===== src/rtl/sobel_pkg.sv =====
// ----------------------------------------------------------------------------
// sobel_pkg
// Shared types and constants for the Sobel gradient-squared front end.
//   pix_t  : 8-bit grayscale pixel
//   grad_t : signed 11-bit Sobel gradient (range -1020..+1020)
//   mag_t  : 10-bit scaled gradient magnitude
//   rad_t  : 16-bit radicand handed to the square-root unit
// ----------------------------------------------------------------------------
package sobel_pkg;

    localparam int GRAD_W = 11;

    typedef logic        [7:0]        pix_t;
    typedef logic signed [GRAD_W-1:0] grad_t;
    typedef logic        [9:0]        mag_t;
    typedef logic        [15:0]       rad_t;

    localparam rad_t RAD_MAX = 16'hFFFF;

    // |g| >> sh. |g| never exceeds 1020, so the 10-bit result cannot overflow.
    function automatic mag_t abs_shift(input grad_t g, input int unsigned sh);
        logic [GRAD_W-1:0] m;
        m = g[GRAD_W-1] ? GRAD_W'(-g) : GRAD_W'(g);
        return mag_t'(m >> sh);
    endfunction

endpackage


===== src/rtl/sobel_line_buf.sv =====
// ----------------------------------------------------------------------------
// sobel_line_buf
// DEPTH-entry circular delay line: dout is the pixel written DEPTH writes ago.
// The read is taken from the slot about to be overwritten, so a write and the
// matching read happen on the same transfer.
// Ports:
//   clk   : clock, rising edge
//   rst_n : asynchronous active-low reset (pointer only, RAM is not cleared)
//   we    : write/advance strobe (one per accepted pixel)
//   din   : pixel entering the line
//   dout  : pixel leaving the line (one line older)
// ----------------------------------------------------------------------------
module sobel_line_buf
    import sobel_pkg::*;
#(
    parameter int DEPTH = 64
) (
    input  logic       clk,
    input  logic       rst_n,
    input  logic       we,
    input  logic [7:0] din,
    output logic [7:0] dout
);

    localparam int AW = (DEPTH > 1) ? $clog2(DEPTH) : 1;

    pix_t          mem [DEPTH];
    logic [AW-1:0] ptr_q;

    assign dout = mem[ptr_q];

    // Storage is intentionally not reset: the row/col counters mask stale data.
    always_ff @(posedge clk) begin
        if (we) begin
            mem[ptr_q] <= din;
        end
    end

    always_ff @(posedge clk or negedge rst_n) begin
        if (!rst_n) begin
            ptr_q <= '0;
        end else if (we) begin
            ptr_q <= (ptr_q == AW'(DEPTH - 1)) ? '0 : ptr_q + 1'b1;
        end
    end

endmodule


===== src/rtl/sobel_grad_sq.sv =====
// ----------------------------------------------------------------------------
// sobel_grad_sq
// Streaming Sobel front end: builds 3x3 windows from two chained line buffers,
// computes Gx/Gy, scales by GSHIFT and emits the saturated radicand
// Gx^2+Gy^2 for every interior pixel. Three-stage pipeline with valid/ready
// on both sides; the whole pipe stalls when the output is held.
// Optional feature macro: SOBEL_GRAD_SAT_FLAG_EN adds out_sat (clamp applied).
// Ports:
//   clk, rst_n           : clock / asynchronous active-low reset
//   in_valid/in_ready    : input handshake
//   in_pix               : 8-bit grayscale pixel, raster order
//   in_sof               : first pixel of frame (forces position 0,0)
//   out_valid/out_ready  : output handshake
//   out_rad              : min(Gx^2+Gy^2, 16'hFFFF)
//   out_eol / out_eof    : last interior pixel of line / of frame
//   out_sat              : (macro only) clamp was applied to out_rad
// ----------------------------------------------------------------------------
module sobel_grad_sq
    import sobel_pkg::*;
#(
    parameter int IMG_W  = 64,
    parameter int IMG_H  = 64,
    parameter int GSHIFT = 3
) (
    input  logic        clk,
    input  logic        rst_n,
    input  logic        in_valid,
    output logic        in_ready,
    input  logic [7:0]  in_pix,
    input  logic        in_sof,
    output logic        out_valid,
    input  logic        out_ready,
    output logic [15:0] out_rad,
    output logic        out_eol,
    output logic        out_eof
`ifdef SOBEL_GRAD_SAT_FLAG_EN
    ,
    output logic        out_sat
`endif
);

    localparam int CW = $clog2(IMG_W);
    localparam int RW = $clog2(IMG_H);

    logic en, xfer;
    assign en       = out_ready | ~out_valid;
    assign in_ready = en;
    assign xfer     = in_valid & en;

    // ---------------- position counters ----------------
    logic [CW-1:0] col_q, col_d, cur_col;
    logic [RW-1:0] row_q, row_d, cur_row;

    always_comb begin
        // in_sof re-anchors the current pixel at (0,0)
        cur_col = in_sof ? '0 : col_q;
        cur_row = in_sof ? '0 : row_q;
        col_d   = col_q;
        row_d   = row_q;
        if (xfer) begin
            if (cur_col == CW'(IMG_W - 1)) begin
                col_d = '0;
                row_d = (cur_row == RW'(IMG_H - 1)) ? '0 : cur_row + 1'b1;
            end else begin
                col_d = cur_col + 1'b1;
                row_d = cur_row;
            end
        end
    end

    always_ff @(posedge clk or negedge rst_n) begin
        if (!rst_n) begin
            col_q <= '0;
            row_q <= '0;
        end else begin
            col_q <= col_d;
            row_q <= row_d;
        end
    end

    // ---------------- line buffers (lb_dout[0] = row-1, [1] = row-2) -------
    pix_t lb_din  [2];
    pix_t lb_dout [2];

    assign lb_din[0] = in_pix;
    assign lb_din[1] = lb_dout[0];

    generate
        for (genvar gi = 0; gi < 2; gi++) begin : g_lb
            sobel_line_buf #(.DEPTH(IMG_W)) u_lb (
                .clk  (clk),
                .rst_n(rst_n),
                .we   (xfer),
                .din  (lb_din[gi]),
                .dout (lb_dout[gi])
            );
        end
    endgenerate

    // ---------------- 3x3 window: index 0 = top row, 2 = bottom row --------
    pix_t col_new [3];
    pix_t wa_q    [3];   // left column (two transfers back)
    pix_t wb_q    [3];   // centre column (one transfer back)

    assign col_new[0] = lb_dout[1];
    assign col_new[1] = lb_dout[0];
    assign col_new[2] = in_pix;

    always_ff @(posedge clk or negedge rst_n) begin
        if (!rst_n) begin
            for (int i = 0; i < 3; i++) begin
                wa_q[i] <= '0;
                wb_q[i] <= '0;
            end
        end else if (xfer) begin
            for (int i = 0; i < 3; i++) begin
                wa_q[i] <= wb_q[i];
                wb_q[i] <= col_new[i];
            end
        end
    end

    // ---------------- stage 1 inputs ----------------
    logic [10:0] sum_l, sum_r, sum_t, sum_b;
    grad_t       gx, gy;
    logic        win_ok, win_eol, win_eof;

    always_comb begin
        sum_l = 11'(wa_q[0]) + (11'(wa_q[1]) << 1) + 11'(wa_q[2]);
        sum_r = 11'(col_new[0]) + (11'(col_new[1]) << 1) + 11'(col_new[2]);
        sum_t = 11'(wa_q[0]) + (11'(wb_q[0]) << 1) + 11'(col_new[0]);
        sum_b = 11'(wa_q[2]) + (11'(wb_q[2]) << 1) + 11'(col_new[2]);
        // sums are <= 1020, so their MSB is 0 and signed subtraction is exact
        gx    = $signed(sum_r) - $signed(sum_l);
        gy    = $signed(sum_b) - $signed(sum_t);
    end

    assign win_ok  = xfer & (cur_row >= RW'(2)) & (cur_col >= CW'(2));
    assign win_eol = (cur_col == CW'(IMG_W - 1));
    assign win_eof = win_eol & (cur_row == RW'(IMG_H - 1));

    // ---------------- stage 2 / 3 combinational ----------------
    grad_t       s1_gx_q, s1_gy_q;
    logic        s1_valid_q, s1_eol_q, s1_eof_q;
    logic [19:0] s2_sqx_q, s2_sqy_q;
    logic        s2_valid_q, s2_eol_q, s2_eof_q;

    mag_t        mag_x, mag_y;
    logic [19:0] sq_x, sq_y;
    logic [20:0] sum_sq;
    logic        clamp;
    rad_t        rad_d;

    always_comb begin
        mag_x  = abs_shift(s1_gx_q, GSHIFT);
        mag_y  = abs_shift(s1_gy_q, GSHIFT);
        sq_x   = 20'(mag_x) * 20'(mag_x);
        sq_y   = 20'(mag_y) * 20'(mag_y);
        sum_sq = 21'(s2_sqx_q) + 21'(s2_sqy_q);
        clamp  = sum_sq > 21'(RAD_MAX);
        rad_d  = clamp ? RAD_MAX : sum_sq[15:0];
    end

    // ---------------- pipeline registers ----------------
    logic out_valid_q, out_eol_q, out_eof_q;
    rad_t out_rad_q;
`ifdef SOBEL_GRAD_SAT_FLAG_EN
    logic out_sat_q;
`endif

    always_ff @(posedge clk or negedge rst_n) begin
        if (!rst_n) begin
            s1_valid_q  <= 1'b0;
            s1_gx_q     <= '0;
            s1_gy_q     <= '0;
            s1_eol_q    <= 1'b0;
            s1_eof_q    <= 1'b0;
            s2_valid_q  <= 1'b0;
            s2_sqx_q    <= '0;
            s2_sqy_q    <= '0;
            s2_eol_q    <= 1'b0;
            s2_eof_q    <= 1'b0;
            out_valid_q <= 1'b0;
            out_rad_q   <= '0;
            out_eol_q   <= 1'b0;
            out_eof_q   <= 1'b0;
`ifdef SOBEL_GRAD_SAT_FLAG_EN
            out_sat_q   <= 1'b0;
`endif
        end else if (en) begin
            s1_valid_q  <= win_ok;
            s1_gx_q     <= gx;
            s1_gy_q     <= gy;
            s1_eol_q    <= win_eol;
            s1_eof_q    <= win_eof;
            s2_valid_q  <= s1_valid_q;
            s2_sqx_q    <= sq_x;
            s2_sqy_q    <= sq_y;
            s2_eol_q    <= s1_eol_q;
            s2_eof_q    <= s1_eof_q;
            out_valid_q <= s2_valid_q;
            out_rad_q   <= rad_d;
            out_eol_q   <= s2_eol_q;
            out_eof_q   <= s2_eof_q;
`ifdef SOBEL_GRAD_SAT_FLAG_EN
            out_sat_q   <= clamp;
`endif
        end
    end

    assign out_valid = out_valid_q;
    assign out_rad   = out_rad_q;
    assign out_eol   = out_eol_q;
    assign out_eof   = out_eof_q;
`ifdef SOBEL_GRAD_SAT_FLAG_EN
    assign out_sat   = out_sat_q;
`endif

endmodule


===== config.mk =====
export PLATFORM = sky130hd
export DESIGN_NAME = sobel_grad_sq
export DESIGN_NICKNAME = d
export VERILOG_FILES = /design/src/rtl/sobel_pkg.sv /design/src/rtl/sobel_line_buf.sv /design/src/rtl/sobel_grad_sq.sv
export SDC_FILE = /design/constraint.sdc
export NUM_CORES = 2
export LEC_CHECK = 0
export CORE_UTILIZATION = 55
export DETAILED_ROUTE_END_ITERATION = 10
export PLACE_DENSITY = 0.78
export SYNTH_ARGS = -nofsm -noshare
export SYNTH_HDL_FRONTEND = slang
export SYNTH_SLANG_ARGS = --single-unit

===== constraint.sdc =====
create_clock -name clk -period 5.6 [get_ports clk]
set_input_delay 0.84 -clock clk [delete_from_list [all_inputs] [get_ports clk]]
set_output_delay 0.84 -clock clk [all_outputs]
set_load 0.02 [all_outputs]

==> results.md <==
* Clk pin slew, worst setup/hold paths at 60 ps
* Most frequent cells in the layout: edfxtp_1, buf_4, nor2_1, nand2_1, inv_1
* Synth Flop Type: edfxtp_1
* Post-synth EDFFs at 1,024
* Required @ worst endpoint at 6100 ps
* Row count at 112
* Die W at 310.7 um
* Post-synth cell types at 90
* Wire per inst at 26.62 um
* Final setup fails at 3
* Fillers at 6,441
* Outcome: finished, violations left
* Layout area overhead at 15.81%
* Number of DRC markers in iteration 0 at 4,656
* Final setup skew at 85.85 ps
* Vias in the first global route at 32,700
* Post-DP HPWL at 88.45 mm
* Core area at 93,890 um^2
* Pin count of the biggest net entering global routing at 86
* Measured slew at the worst slew-check pin at 1222 ps
* Syn avg cell area at 14.80 um^2
* Final critical-path share of the clock period at 100.8%
* GP Congestion at 0.9470
* Yosys Warn Count at 0
* Max-slew violation count at 0
* Routed via count at 33,520
* Worst-skew pair later-pin latency at 740 ps
* RSZ-0062 raised after global routing: true
* Critical path launch point type: flop
* Pre-CTS WS at -104.4 ps
* Max clock buf depth at 3
* Reg2reg path depth at 20
* Failing checks: setup timing
* #FFs+latches synth at 1,173
* Initial antenna violation count at 6
* Antenna viol nets, final at 0
* Final WS setup at -44.00 ps
* Final hold viol count at 0
* Register area share after synthesis at 65.77%
* Total gr overflow at 0
* Hold_buf cts at 0
* Worst rel slew slack at 18.56%
* CTS root buffer: clkbuf_16
* DRC Markers at 0
* Die Height at 310.7 um
* Max cap viols at 0
* WL final at 138.2 mm
* # IOs at 33
* Gr usage total at 28.05%
* F_max at 177.2 MHz
* Num CTS Buffers at 113
* Initial Util at 55.83%
* CTS tree: built
* Leading cell type in the layout, fill and taps excluded: edfxtp_1
* CP endpoint kind: flop
* Async S/R FF share, synth at 12.70%
* Area of the mapped netlist at 52,420 um^2
* CP Max Fanout at 3
* Final nets at 4,071
* Port Buffers at 32
* Worst hold path class: in2async
* First-pass detailed-route iteration total at 6
* H-tree levels at 3
* Final worst path period need at 5644 ps
* Post-Syn Instances at 3,543
* Die ar. at 96,550 um^2
* CP Data Arrival Time at 6150 ps
* Global-route wire length before repair at 203.4 mm
* DR vias/cell at 6.453
* Critical path type: reg2reg
* Setup_tns at -91.28 ps
* CTS Sinks at 1,173
* Layout cells sized above 1 at 20.44%
worst max-delay path, stage by stage, from the launching register on:
cell,delay [ps]
dfrtp_1,400
or4_4,530
or4b_4,590
o21ai_4,220
xor2_4,190
nand2b_4,150
inv_2,30
fa_1,490
inv_2,40
fa_1,480
fa_2,600
fa_1,430
inv_2,80
ha_4,190
o21a_1,170
o21ai_2,120
a21oi_2,60
o41ai_2,300
buf_4,190
xnor2_2,100
a21oi_1,70
area by class of cell:
class | instances | area (um^2) | area share (%)
Multi-Input combinational cell | 1992 | 16930 | 27.88
Inverter | 204 | 768.2 | 1.265
Clock buffer | 133 | 2903 | 4.781
Sequential cell | 1173 | 34500 | 56.83
Antenna cell | 1 | 2.502 | 0.004122
Tap cell | 1254 | 1569 | 2.584
Timing Repair Buffer | 358 | 3138 | 5.169
Clock inverter | 79 | 902.1 | 1.486
logic make-up after synthesis:
kind of cell / Yosys count / synth area share (%)
flip-flops: 1173 / 65.77
AND/OR/NAND/NOR: 723 / 6.392
AO/OA/AOI/OAI: 692 / 9.542
buffers and inverters: 394 / 3.148
multiplexers: 278 / 7.230
adder cells (fa/ha/maj): 216 / 6.731
XOR/XNOR: 65 / 1.172
other: 2 / 0.01433
flip-flops by register name (all words and copies together), names as in the netlist, 6 cells and up:
| signal | cells |
|---|---|
| s2_sqy_q | 15 |
| row_q | 6 |
| wa_q | 24 |
| s1_gy_q | 11 |
| s1_gx_q | 11 |
| col_q | 6 |
| out_rad | 16 |
| s2_sqx_q | 15 |
| wb_q | 24 |
| g_lb.u_lb.mem | 1024 |
| g_lb.u_lb.ptr_q | 12 |
worst paths after layout:
| path | from | endpoint | slack (ps) |
|---|---|---|---|
| max in group asynchronous | rst_n | s1_gy_q[1]$_DFFE_PN0N_ | 4310 |
| min in group clk | wb_q[11]$_DFFE_PN0P_ | wa_q[11]$_DFFE_PN0P_ | 430 |
| worst min register to register | wb_q[11]$_DFFE_PN0P_ | wa_q[11]$_DFFE_PN0P_ | 430 |
| worst max register to register | s1_gy_q[3]$_DFFE_PN0N_ | s2_sqy_q[13]$_DFFE_PN0N_ | -40 |
| worst max-delay path | s1_gy_q[3]$_DFFE_PN0N_ | s2_sqy_q[13]$_DFFE_PN0N_ | -40 |
| worst min-delay path | rst_n | s1_gx_q[10]$_DFFE_PN0N_ | 70 |
layer usage:
metal	vias to the layer above	global-route usage (%)	share of wire [%]
met5	-	0.1976	0.038
met2	2367	43.49	46
met4	8	11.50	5.1
met3	521	8.111	13
li1	14080	-	-
met1	16550	37.35	36
repair_timing:
item                                    CTS  global route
buffers inserted                         10            30
pin swaps                                11            59
resized for setup                        23           124
endpoints found under the setup margin   15            23
gates cloned                              0             2
stage by stage:
step	utilization (%)	std cells	hold WS [ps]	area (um^2)
after CTS	63.82	5161	77.23	59930
after floorplan	-	3559	430.0	52510
final	64.66	5194	74.14	60710
after global routing	64.66	5193	117.6	60710
after detailed placement	59.58	4939	455.2	55940
after global placement	59.58	4939	447.1	55940
Yosys cell counts, drive strengths merged (17+ instances only):
master / n / area, um^2
a22o: 36 / 315.3
mux2i: 139 / 1391
o22a: 24 / 210.2
nand3: 36 / 180.2
o21ai: 109 / 568.0
o31ai: 24 / 193.9
buf: 95 / 528.0
a221o: 40 / 400.4
xor2: 36 / 360.3
edfxtp: 1024 / 30750
inv: 202 / 758.2
o22ai: 76 / 475.5
nor2b: 20 / 125.1
a211oi: 26 / 195.2
o21a: 17 / 127.6
nand2b: 22 / 137.6
a21oi: 94 / 470.5
dfrtp: 149 / 3729
a22oi: 53 / 397.9
fa: 110 / 2202
nor3: 31 / 155.2
nand2: 247 / 927.1
ha: 106 / 1326
xnor2: 29 / 254.0
mux2: 65 / 732.0
a221oi: 89 / 779.5
mux4: 74 / 1667
clkbuf: 95 / 356.6
nor2: 258 / 973.4
Power is left out: the tool's default activity adds up to more than one toggle a clock period on the data nets, which glitch-free logic cannot reach.
